**src/rtl/tmds_rx_decoder.sv**
```systemverilog
// TMDS receive channel: hunts for symbol alignment on DVI control tokens,
// then decodes each 10-bit symbol into video data or control bits.
module tmds_rx_decoder #(
    parameter int LOCK_COUNT   = 8,
    parameter int TOKEN_WINDOW = 1600
) (
    input  logic       pixelClk,
    input  logic       reset,
    input  logic [9:0] rawWord,
    output logic [7:0] dataOut,
    output logic [1:0] ctrlOut,
    output logic       de,
    output logic       aligned,
    output logic [3:0] slipPos,
    output logic       slipPulse
);
    // state  | meaning
    // SEARCH | counting consecutive tokens at slipPos, slipping after a window
    // LOCKED | alignment found, decoding; drop back if tokens stop arriving
    typedef enum logic {SEARCH, LOCKED} state_t;

    localparam int WIN_W = (TOKEN_WINDOW > 2) ? $clog2(TOKEN_WINDOW) : 1;
    localparam int TOK_W = $clog2(LOCK_COUNT + 1);
    localparam logic [WIN_W-1:0] WIN_LAST = WIN_W'(TOKEN_WINDOW - 1);
    localparam logic [TOK_W-1:0] TOK_LAST = TOK_W'(LOCK_COUNT - 1);

    state_t           state;
    logic [9:0]       prevWord;
    logic [9:0]       symbol;
    logic [19:0]      hist;
    logic [WIN_W-1:0] winCnt;
    logic [TOK_W-1:0] tokCnt;
    logic [1:0]       holdoff;

    logic       isToken;
    logic [1:0] tokVal;
    logic [7:0] dWord;
    logic [7:0] dataDec;
    logic       evalNow;
    logic       lockNow;
    logic       dropNow;
    logic       alignedNext;

    assign hist = {rawWord, prevWord};

    always_comb begin
        isToken = 1'b1;
        tokVal  = 2'b00;
        case (symbol)
            10'b1101010100: tokVal = 2'b00;
            10'b0010101011: tokVal = 2'b01;
            10'b0101010100: tokVal = 2'b10;
            10'b1010101011: tokVal = 2'b11;
            default:        isToken = 1'b0;
        endcase
    end

    always_comb begin
        dWord      = symbol[9] ? ~symbol[7:0] : symbol[7:0];
        dataDec    = 8'h00;
        dataDec[0] = dWord[0];
        for (int i = 1; i < 8; i++) begin
            dataDec[i] = symbol[8] ? (dWord[i] ^ dWord[i-1]) : ~(dWord[i] ^ dWord[i-1]);
        end
    end

    // Stage-2 output gating follows the alignment status being registered on the same edge.
    always_comb begin
        evalNow     = (holdoff == 2'd0);
        lockNow     = (state == SEARCH) && evalNow && isToken && (tokCnt == TOK_LAST);
        dropNow     = (state == LOCKED) && evalNow && !isToken && (winCnt == WIN_LAST);
        alignedNext = lockNow || ((state == LOCKED) && !dropNow);
    end

    always_ff @(posedge pixelClk) begin
        if (reset) begin
            state     <= SEARCH;
            prevWord  <= 10'd0;
            symbol    <= 10'd0;
            slipPos   <= 4'd0;
            winCnt    <= '0;
            tokCnt    <= '0;
            holdoff   <= 2'd0;
            slipPulse <= 1'b0;
            aligned   <= 1'b0;
            de        <= 1'b0;
            dataOut   <= 8'h00;
            ctrlOut   <= 2'b00;
        end else begin
            prevWord  <= rawWord;
            symbol    <= hist[slipPos +: 10];
            slipPulse <= 1'b0;

            if (!evalNow) begin
                holdoff <= holdoff - 2'd1;
            end else begin
                case (state)
                    SEARCH: begin
                        if (lockNow) begin
                            state  <= LOCKED;
                            tokCnt <= '0;
                            winCnt <= '0;
                        end else if (winCnt == WIN_LAST) begin
                            slipPos   <= (slipPos == 4'd9) ? 4'd0 : slipPos + 4'd1;
                            slipPulse <= 1'b1;
                            tokCnt    <= '0;
                            winCnt    <= '0;
                            holdoff   <= 2'd2;
                        end else begin
                            tokCnt <= isToken ? tokCnt + TOK_W'(1) : '0;
                            winCnt <= winCnt + WIN_W'(1);
                        end
                    end
                    LOCKED: begin
                        if (isToken) begin
                            winCnt <= '0;
                        end else if (dropNow) begin
                            state  <= SEARCH;
                            tokCnt <= '0;
                            winCnt <= '0;
                        end else begin
                            winCnt <= winCnt + WIN_W'(1);
                        end
                    end
                    default: state <= SEARCH;
                endcase
            end

            aligned <= alignedNext;
            if (!alignedNext) begin
                de      <= 1'b0;
                dataOut <= 8'h00;
                ctrlOut <= 2'b00;
            end else if (isToken) begin
                de      <= 1'b0;
                dataOut <= 8'h00;
                ctrlOut <= tokVal;
            end else begin
                de      <= 1'b1;
                dataOut <= dataDec;
            end
        end
    end
endmodule

```
**config.mk**
```make
export PLATFORM = sky130hd
export DESIGN_NAME = tmds_rx_decoder
export DESIGN_NICKNAME = d
export VERILOG_FILES = /design/src/rtl/tmds_rx_decoder.sv
export SDC_FILE = /design/constraint.sdc
export NUM_CORES = 1
export LEC_CHECK = 0
export ABC_CLOCK_PERIOD_IN_PS = 2850
export BUFFER_PORTS_ARGS = -buffer_cell sky130_fd_sc_hd__clkbuf_2
export CAP_MARGIN = 10
export CORE_UTILIZATION = 45
export CTS_CLUSTER_DIAMETER = 40
export DETAILED_ROUTE_END_ITERATION = 10
export PLACE_DENSITY = 0.7
export SLEW_MARGIN = 40
export SYNTH_ARGS = -nofsm -noshare
export SYNTH_HDL_FRONTEND = slang
export SYNTH_SLANG_ARGS = --single-unit
```
**constraint.sdc**
```tcl
create_clock -name pixelClk -period 2.85 [get_ports pixelClk]
set_input_delay 0.57 -clock pixelClk [delete_from_list [all_inputs] [get_ports pixelClk]]
set_output_delay 0.57 -clock pixelClk [all_outputs]
set_load 0.02 [all_outputs]
```
# --- Yosys cells after proc, flatten, opt, wreduce, memory -nomap -nowiden ---
# Cells that the tools add are included.
# Widths: inputs -> output; s select.
classes:
  addsub: 4
  n_eq_ne: 12
  shifts: 1
  muxes: 32
  n_bitwise: 19
  reduce_logical: 18
op_table:
  columns: ["cell", "n"]
  rows:
  - ["$mux 11", 4]
  - ["$mux 4", 6]
  - ["$pmux 11 s2", 1]
  - ["$eq 10x10->1 const B", 2]
  - ["$shiftx 20x5->10", 1]
  - ["$mux 1", 13]
  - ["$add 11x1->11 const B", 1]
  - ["$eq 11x11->1 const B", 1]
  - ["$not 1->1", 11]
  - ["$eq 10x8->1 const B", 1]
  - ["$eq 10x9->1 const B", 1]
  - ["$add 4x1->4 const B", 2]
  - ["$mux 2", 4]
  - ["$mux 8", 1]
  - ["$not 8->8", 1]
  - ["$pmux 4 s2", 1]
  - ["$reduce_or 4->1", 2]
  - ["$logic_and 1x1->1", 7]
  - ["$xor 1x1->1", 7]
  - ["$ne 2x2->1 const B", 3]
  - ["$pmux 2 s3", 1]
  - ["$reduce_and 3->1", 2]
  - ["$eq 4x3->1 const B", 1]
  - ["$eq 4x4->1 const B", 1]
  - ["9 further kinds", 11]
totals:
  reg_bits: 55
  in_bits: 12
  output_inout_bits: 17
  word_cells: 98

# --- Logic depth before layout (Yosys ltp) ---
logic_depth:
  word_depth: 11
  ltp_mapped: 8
  ltp_nobuf: 7

# --- Least setup slack after synthesis ---
# Ideal clock, no wire load.
synth_path:
  kind: "reg-to-reg"
  startpoint: "register winCnt[2]"
  endpoint: "register slipPos[2]"
  setup_time_ns: 0.070
  arrival_ns: 2.185
  required_ns: 2.780
  slack_ns: 0.595
  path_stages_with_launch: 7
  n_path_buf: 1
  period_less_slack_ns: 2.255
  cell_sequence: "dfxtp_1 -> or4b_1 -> or3_1 -> buf_6 -> or3_4 -> or4_1 -> a21oi_1"
synth_via:
  elab_chain_len: 2
synth_rtl:
  columns: ["element", "line", "text"]
  rows:
  - ["start: declaration", "31", "logic [WIN_W-1:0] winCnt;"]
  - ["start signal: assignment", "111", "winCnt <= winCnt + WIN_W'(1);"]
  - ["start signal: assignment", "122", "winCnt <= winCnt + WIN_W'(1);"]
  - ["$eq 11x11->1", "103", "end else if (winCnt == WIN_LAST) begin"]
  - ["$reduce_and 4->1 (no line)", null, null]
  - ["end signal: assignment", "104", "slipPos <= (slipPos == 4'd9) ? 4'd0 : slipPos + 4'd1;"]
  - ["end: declaration", "14", "output logic [3:0] slipPos,"]
# Every way passes these cells.
# A chain may end at the register's enable or synchronous reset.

# --- Final worst setup path ---
# Ends and elaborated chain as after synthesis.

==> reports/qor.yml <==
status:
  status: "finished clean"
power_and_ir_drop:
  ir_drop_uv: 247
  power.total_mw: 1.62
  p_per_area_nw_per_um2: 502
  leakagePower_nw: 1.25
final_layout:
  antennaDiodeCount: 0
  final_area_um2: 3230
  fillCellCount: 600
  syn_to_final_growth_pct: 10.5
  layout-drive-gt1-share: 0.192
  finalNetCount: 351
sta:
  worst_clock_skew_ns: 0.00788
  setup_tns_ns: 0
  slew_headroom: 0.506
  hold_slack_ns: 0.482
  max_freq_mhz: 407
  period_share: 0.863
  rsz0062_at_grt: "false"
  setup-violations-final: 0
  slew_violations: 0
  worst_pin_slew_ns: 0.741
  hold_violations: 0
  fin_crit_ns: 2.46
  timing.final.ws_setup_ns: 0.390
worst_setup_path:
  path_cells: "or4b_1, or3_1, or3_4, or4_1, a21oi_1"
  critPathLaunchType: "flop"
  critPathArrivalTime_ns: 2.71
  crit_path_top_delay_cell: "or3_1"
  cp_top_family: "simple AND/OR/NAND/NOR gates"
  cp_num_buf_inv: 0
  crit_required_ns: 3.10
  critPathMaxFanout: 11
  cp_slowest_stage_delay_ns: 0.48
  end_kind: "flop"
  crit_type: "flop to flop"
worst_hold_path:
  hold_path.class: "flop to flop"
logic_synthesis:
  synth_fp_nets: 330
  synth_common_cells: "dfxtp_1 (55), nor2_1 (28), a21oi_1 (19)"
  ys_ff_latch: 55
  async_flop_share: 0
  ys_seq_area_frac: 0.376
  yosysUniqueCellTypes: 49
  ys.flop_type: "dfxtp_1"
  yosys.area.top_type: "dfxtp_1"
  synth.area.top_cells: "dfxtp_1 (38%), mux4_2 (9.2%), ha_1 (5.1%)"
  post_synth_inst_count: 306
  synth_top_area_frac: 0.376
  avgSynthCellArea_um2: 9.56
  synth_edf_count: 0
  synth_most_common_cell: "dfxtp_1"
  yosys_warnings: 0
  synth_area_um2: 2930
grt:
  grt_pass1_vias: 2038
  antenna_found_initial: 0
  track_usage: 0.178
  grt-ovfl-total: 0
  grt_pass1_wl_mm: 9.20
  grt_max_degree: 42
route:
  vias: 2242
  drt-met1-wl_mm: 2.57
  drt_pass1_iterations: 4
  dr.max_layer_used: "met4"
  drt_iter0_markers: 76
  viasPerCell: 5.54
  drc: 0
  wire_per_inst_um: 13.4
  wl_met3_um: 179
  drtAntennaViolNets: 0
  wl_mm: 5.42
  wl_met2_mm: 2.55
clocking:
  cts.clk_slew.worst_paths_ns: 0.09
  post_cts_buffers: 0
  h-tree-depth: 2
  cts_tree: "yes"
  cts.sinks: 55
  cts_resized: 0
  insertion_delay_ns: 0.31
  cts_hold_buf: 0
  cts-root-buf: "clkbuf_8"
  cts_buffers: 5
  clock_path_buffers: 2
placement:
  routabilityCongestion: 0.848
  dpl-instance-area_um2: 3110
  hpwl_mm: 3.97
  place_ws_ns: 0.429
  port_buffers: 28
die:
  die_w_um: 82.6
  die-area_um2: 6830
  ios: 29
  die_y_um: 82.6
  initial_core_util: 0.463
  core_um2: 6310
  placementRows: 29
run:
  cap_violations: 0
==> layer usage <==
metal | track usage | vias up
li1 | - | 1135
met1 | 0.220 | 1050
met2 | 0.301 | 47
met3 | 0.0341 | 10
met4 | 0.0776 | 0
met5 | 0 | -
==> logic make-up after synthesis <==
family	Yosys count	synth area share
mux	29	0.153
simple gates	101	0.189
buf+inv	35	0.0496
xor+xnor	20	0.0599
compound gates	54	0.120
fa+ha+maj	12	0.0513
flops	55	0.376
==> layout make-up <==
| type | instances | area, um2 | share of cell area |
|---|---|---|---|
| clock buffer | 6 | 82.6 | 0.0255 |
| tap | 77 | 96.3 | 0.0298 |
| inverter | 16 | 60.1 | 0.0186 |
| multi-input combinational | 216 | 1680 | 0.519 |
| timing repair buffer | 33 | 178 | 0.0550 |
| sequential | 55 | 1100 | 0.341 |
| clock inverter | 2 | 35.0 | 0.0108 |
==> sequential cells by signal (all words and copies together) (netlist names), 2 cells and up <==
name	count
ctrlOut	2
dataOut	8
holdoff	2
prevWord	10
slipPos	4
symbol	10
tokCnt	4
winCnt	11
==> path summary, 6_finish.rpt <==
path	from	cells past startpoint	endpoint	slack (ns)
hold / removal	holdoff[0]	2	holdoff[0]	0.48
hold reg to reg	holdoff[0]	2	holdoff[0]	0.48
setup reg to reg	winCnt[2]	5	slipPos[2]	0.39
setup / recovery	winCnt[2]	5	slipPos[2]	0.39
==> placed cells by master (no fill, tap or decap), types with 7 or more instances in the layout <==
| cell | count |
|---|---|
| clkbuf_2 | 28 |
| ha_1 | 12 |
| xnor2_1 | 14 |
| a211oi_1 | 13 |
| mux4_2 | 12 |
| nor2_1 | 28 |
| mux2i_1 | 11 |
| dfxtp_1 | 54 |
| inv_1 | 15 |
| nor3_1 | 11 |
| a21oi_1 | 19 |
| nor2b_1 | 16 |
| nand3_1 | 7 |
==> report_power, final <==
| group | internal (mW) | switching, mW | total [mW] |
|---|---|---|---|
| sequential | 0.804 | 0.0350 | 0.839 |
| clock | 0.285 | 0.254 | 0.539 |
| combinational | 0.116 | 0.129 | 0.245 |
| total | 1.20 | 0.419 | 1.62 |
==> through the flow <==
stage	std cells	util
final	405	0.512
after global routing	405	0.512
after CTS	405	0.512
after detailed placement	397	0.493
after global placement	397	0.493
after floorplan	306	-
==> worst register-to-register path: stages (launching register included) <==
cell and delay [ns]:
dfxtp_1 0.47, or4b_1 0.45, or3_1 0.48, or3_4 0.45, or4_1 0.41, a21oi_1 0.14
No activity file was read; power rests on OpenSTA's default activity.
